$ cat src/rtl/multi_lane_hash_validator.sv
// Multi-lane final hash check: compares LANES SHA-256 results per beat against a
// compact-difficulty target over a fixed 3-cycle pipeline, reporting the first winner per block.
module multi_lane_hash_validator #(
  parameter int LANES   = 4,
  parameter int NONCE_W = 32,
  parameter int CNT_W   = 16
) (
  input  logic                                       clk,
  input  logic                                       rst,
  input  logic                                       valid_i,
  input  logic                                       newblock_i,
  input  logic [256*LANES-1:0]                       hash_i,
  input  logic [NONCE_W-1:0]                         nonce_i,
  input  logic [31:0]                                difficulty_i,
  output logic                                       valid_o,
  output logic                                       newblock_o,
  output logic [LANES-1:0]                           success_o,
  output logic                                       found_valid_o,
  input  logic                                       found_ready_i,
  output logic [NONCE_W-1:0]                         found_nonce_o,
  output logic [((LANES > 1) ? $clog2(LANES) : 1)-1:0] found_lane_o,
  output logic [CNT_W-1:0]                           hit_count_o
);

  localparam int LW = (LANES > 1) ? $clog2(LANES) : 1;
  localparam int PW = $clog2(LANES + 1);

  function automatic logic [255:0] decode_target(input logic [31:0] diff);
    logic [255:0] mant;
    logic [7:0]   e;
    logic [10:0]  sh;
    mant = {232'd0, diff[7:0], diff[15:8], diff[23:16]};
    e    = diff[31:24];
    if (e >= 8'd3) begin
      sh = {3'b000, e - 8'd3} << 3;
      decode_target = mant << sh;
    end else begin
      sh = {3'b000, 8'd3 - e} << 3;
      decode_target = mant >> sh;
    end
  endfunction

  function automatic logic [CNT_W-1:0] sat_add(input logic [CNT_W-1:0] base,
                                               input logic [PW-1:0]    inc);
    logic [CNT_W+PW:0] sum;
    sum = {{(PW+1){1'b0}}, base} + {{(CNT_W+1){1'b0}}, inc};
    if (sum > {{(PW+1){1'b0}}, {CNT_W{1'b1}}}) sat_add = '1;
    else                                       sat_add = sum[CNT_W-1:0];
  endfunction

  // Hash byte j becomes number byte 31-j so the compare is a plain unsigned <=.
  logic [255:0] num_in [LANES];
  always_comb begin
    for (int k = 0; k < LANES; k++) begin
      for (int i = 0; i < 32; i++) begin
        num_in[k][8*i +: 8] = hash_i[256*k + 8*(31-i) +: 8];
      end
    end
  end

  // ---- stage 1: capture numbers, nonce, control; decode target on newblock ----
  logic [255:0]       num_p0 [LANES];
  logic [NONCE_W-1:0] nonce_p0;
  logic               vld_p0, nb_p0;
  logic [255:0]       target_q;

  always_ff @(posedge clk) begin
    if (rst) begin
      vld_p0   <= 1'b0;
      nb_p0    <= 1'b0;
      nonce_p0 <= '0;
      target_q <= '0;
      for (int k = 0; k < LANES; k++) num_p0[k] <= '0;
    end else begin
      vld_p0   <= valid_i;
      nb_p0    <= valid_i && newblock_i;
      nonce_p0 <= nonce_i;
      num_p0   <= num_in;
      if (valid_i && newblock_i) target_q <= decode_target(difficulty_i);
    end
  end

  // ---- stage 2: per-lane compare against the block target ----
  logic [LANES-1:0]   pass_c;
  logic [LANES-1:0]   pass_p1;
  logic [NONCE_W-1:0] nonce_p1;
  logic               vld_p1, nb_p1;

  always_comb begin
    pass_c = '0;
    for (int k = 0; k < LANES; k++) pass_c[k] = vld_p0 && (num_p0[k] <= target_q);
  end

  always_ff @(posedge clk) begin
    if (rst) begin
      pass_p1  <= '0;
      nonce_p1 <= '0;
      vld_p1   <= 1'b0;
      nb_p1    <= 1'b0;
    end else begin
      pass_p1  <= pass_c;
      nonce_p1 <= nonce_p0;
      vld_p1   <= vld_p0;
      nb_p1    <= nb_p0;
    end
  end

  // ---- stage 3: popcount, lowest-index winner, result register ----
  logic [PW-1:0]      pop_c;
  logic [LW-1:0]      win_lane_c;
  logic [NONCE_W-1:0] win_nonce_c;
  logic               any_c;
  logic               rep;

  always_comb begin
    pop_c      = '0;
    win_lane_c = '0;
    for (int k = LANES - 1; k >= 0; k--) begin
      pop_c = pop_c + PW'(pass_p1[k]);
      if (pass_p1[k]) win_lane_c = LW'(k);
    end
    any_c       = |pass_p1;
    win_nonce_c = nonce_p1 + NONCE_W'(win_lane_c);
  end

  always_ff @(posedge clk) begin
    if (rst) begin
      valid_o       <= 1'b0;
      newblock_o    <= 1'b0;
      success_o     <= '0;
      hit_count_o   <= '0;
      found_valid_o <= 1'b0;
      found_nonce_o <= '0;
      found_lane_o  <= '0;
      rep           <= 1'b0;
    end else begin
      valid_o    <= vld_p1;
      newblock_o <= nb_p1;
      success_o  <= pass_p1;
      if (vld_p1) hit_count_o <= sat_add(nb_p1 ? '0 : hit_count_o, pop_c);
      // Later assignments take priority: accept, then newblock discard, then a fresh load.
      if (found_valid_o && found_ready_i) found_valid_o <= 1'b0;
      if (nb_p1) begin
        rep           <= 1'b0;
        found_valid_o <= 1'b0;
      end
      if (any_c && (!rep || nb_p1)) begin
        rep           <= 1'b1;
        found_valid_o <= 1'b1;
        found_nonce_o <= win_nonce_c;
        found_lane_o  <= win_lane_c;
      end
    end
  end

endmodule

$ cat config.mk
export PLATFORM = sky130hd
export DESIGN_NAME = multi_lane_hash_validator
export DESIGN_NICKNAME = d
export VERILOG_FILES = /design/src/rtl/multi_lane_hash_validator.sv
export SDC_FILE = /design/constraint.sdc
export NUM_CORES = 2
export LEC_CHECK = 0
export BUFFER_PORTS_ARGS = -buffer_cell sky130_fd_sc_hd__buf_2
export CORE_AREA = 5 5 446 448
export CTS_CLUSTER_SIZE = 25
export DETAILED_ROUTE_END_ITERATION = 16
export DIE_AREA = 0 0 451 453
export MAX_ROUTING_LAYER = met4
export SYNTH_ARGS = -nofsm -noshare
export SYNTH_HDL_FRONTEND = slang
export SYNTH_SLANG_ARGS = --single-unit
$ cat constraint.sdc
create_clock -name clk -period 8.1 [get_ports clk]
set_input_delay 1.62 -clock clk [delete_from_list [all_inputs] [get_ports clk]]
set_output_delay 1.62 -clock clk [all_outputs]
set_load 0.05 [all_outputs]
==> impl_results.md <==
- Leak: 34.3 nW
- FMAX: 0.194 GHz
- Post-DP HPWL: 235 mm
- Placed cell count: 10146
- Data arrival, critical path: 5.88 ns
- Total die area: 0.204 sq mm
- Post-synthesis mux area share: 0.00123
- Seq. cell area: 0.0282 sq mm
- Tot Pwr: 17.1 mW
- Synth Net Count: 8795
- CTS tree: built
- Root Buffer: clkbuf_16
- Tightest Pin Transition: 1.36 ns
- Hold Vio Cnt, Final: 0
- Clock power frac: 0.443
- First drt pass iteration count: 7
- Synth Area per Inst: 9.78 sq um
- WL/cell: 27.3 microns
- Post-CTS Setup Bufs: 0
- Post-synth top area share: 0.433
- I/O pin cnt: 1150
- Gate power share: 0.122
- Tmin final: 5.16 ns
- Die Ht: 453 microns
- # fillers: 19103
- Skew final: 0.0282 ns
- Final Slew Violations: 0
- Worst-path clk slew: 0.05 ns
- Xor/xnor cell area share of the yosys netlist: 0.00403
- PortBufs: 1149
- Post-Syn Instances: 6668
- Fin nets: 9895
- Critical Path Fanout Max: 48
- Setup violators final: 0
- Post-synthesis async set-or-reset flop share: 0
- Die Wd: 451 microns
- Antenna Nets Post-Route: 0
- Primary FF master, synth: dfxtp_1
- Global-route wire length before repair: 394 mm
- Core ar.: 0.194 sq mm
- Final Non-Filler Cells: 10475
- Slew margin rel.: 0.0897
- CTS Sinks: 1410
- CTS buffer count: 162
- Post-Synth Simple-Gate Area: 0.197
- PD cells: 215 mW/mm^2
- Hold Crit Class: reg2reg
- Most frequent cell after synthesis: dfxtp_1
- RSZ-0062 raised after global routing: false
- Multi-input logic area: 0.0352 sq mm
- Synthesis-stage register bit count: 1410
- Sequential fraction of design power: 0.435
- Final design area excluding fillers: 0.0794 sq mm
- Sw power: 4.53 mW
- Synth-to-layout area growth: 21.7%
- Hold Buf Count CTS: 0
- Synth Area in Compound Gates: 0.134
- Antenna violations before repair: 59
- Synth area leader: dfxtp_1
- Mapped cell area: 0.0652 sq mm
- Initial DRC Count: 3821
- Via count: 54284
- Vias in the first global route: 55068
- Sw Share: 0.265
- Placed instance area: 0.0738 sq mm
- Req. time, crit path: 8.83 ns
- Drt drc: 0
- CTS H-tree lvls: 4
- Routed Wire Length: 286 mm
- Gpl congestion: 0.957
- Synth Area in Adders: 0.199
- Sequential area share after synthesis: 0.433
- Max VDD drop: 0.000228 V
- Largest family of logic cells by synthesized area: adder cells
- GRT Overall Usage: 0.275
- Initial Util: 0.336
- Clock latency on the worst-skew pair: 0.82 ns
- Final hold slack: 0.433 ns
- Synth Warn #: 0
- Internal power: 12.6 mW
- Clk buf depth: 3
- Setup TNS: 0 ns
- Number of library cell types mapped by synthesis: 82
- Status: finished, final reports clean
- Rows: 162
- Crit end category: register
- GRT overflow: 0
- Max-cap violations: 0
- Startpoint types: input port
- Post-CTS Resized: 0
- Crit Path Category: in2reg
- Number of flops mapped to enable cells by yosys: 0
- Commonest cells in the netlist: dfxtp_1, nor2b_1, ha_1
- Vias per cell: 5.18
- Share of cells above drive strength 1: 0.192
- Largest net degree at the start of global routing: 211
- Final period util: 0.637
- Synth top area cells: dfxtp_1, ha_1, nor2b_1, a21oi_1, a22oi_1
-- per-layer routing --
metal  up-vias  part of all wire  GRT usage
met3       530             0.048     0.0391
met2      1891              0.47      0.450
met4         0             0.055      0.135
met5         -                 0          -
li1      25853                 -          -
met1     26010              0.42      0.334
-- layout make-up --
type,instances,share of cell area
Clock inverter,61,0.00922
Clock buffer,228,0.0600
Timing Repair Buffer,1183,0.0764
Sequential cell,1410,0.356
Multi-Input combinational cell,4713,0.443
Inverter,298,0.0141
Antenna cell,40,0.00126
Tap cell,2542,0.0401
-- path summary, 6_finish.rpt --
check | slack [ns] | start | to | depth (start not counted)
hold reg to reg | 0.43 | nonce_p0[19]$_SDFF_PP0_ | nonce_p1[19]$_SDFF_PP0_ | 1
hold / removal | 0.43 | nonce_p0[19]$_SDFF_PP0_ | nonce_p1[19]$_SDFF_PP0_ | 1
setup reg to reg | 3.06 | target_q[250]$_SDFFE_PP0P_ | pass_p1[2]$_SDFF_PP0_ | 11
setup / recovery | 2.94 | difficulty_i[24] | target_q[86]$_SDFFE_PP0P_ | 10
-- flip-flops by register name, summed over array words and instances (netlist names) --
signal and cells:
found_lane_o 2, found_nonce_o 32, found_valid_o 1, hit_count_o 16, nb_p0 1, nb_p1 1
newblock_o 1, nonce_p0 32, nonce_p1 32, num_p0 1024, pass_p1 4, rep 1
success_o 4, target_q 256, valid_o 1, vld_p0 1, vld_p1 1
-- logic make-up (layout without fill, tap and decap cells) --
family / count (synthesis) / after routing
and+or+nand+nor: 2320 / 2320
DFF: 1410 / 1410
AOI/OAI and AO/OA: 1321 / 1321
adders and majority gates: 1034 / 1034
buffers and inverters: 545 / 1770
xor gates and xnor gates: 30 / 30
muxes: 8 / 8
other: 0 / 40
-- power by group through the flow --
stage | combinational [mW] | sequential [mW] | clock, mW
final | 2.08 | 7.44 | 7.57
after global routing | 2.28 | 7.46 | 7.99
after CTS | 2.08 | 7.44 | 7.71
after detailed placement | 2.06 | 7.58 | 0
after global placement | 2.02 | 7.59 | 0
after floorplan | 1.13 | 7.55 | 0
-- stage by stage --
step / utilization / setup WS, ns
4_1_cts: 0.408 / 2.73
5_1_grt: 0.409 / 2.67
3_3_place_gp: 0.380 / 2.32
6_report: 0.409 / 2.94
3_5_place_dp: 0.380 / 2.23
2_1_floorplan: - / 4.33
-- critical path: stages --
cell and delay, ns:
buf_2 0.70, ha_2 0.40, nor2b_1 0.11, nor3_1 0.21, a21oi_1 0.17, nor2_1 1.06, nand2_1 0.21, nor2_1 1.02
a22oi_1 0.18, nor2_1 0.15
-- cells in the final DEF (no fill, tap or decap), types with 30 or more instances in the layout --
cell       count
diode_2       40
nand3_1       77
nand2_1      237
nor3_1        52
clkbuf_16    168
a21oi_1      417
inv_1        297
nand4_1      237
buf_2       1148
o21ai_0      150
a22oi_1      231
a211oi_1     113
clkbuf_8      33
dfxtp_1     1410
buf_4         30
nor2_1       424
nor2b_1     1126
nor4_1        38
a21o_1       208
ha_1        1029
Note: power is estimated with default switching activity, not from simulation.
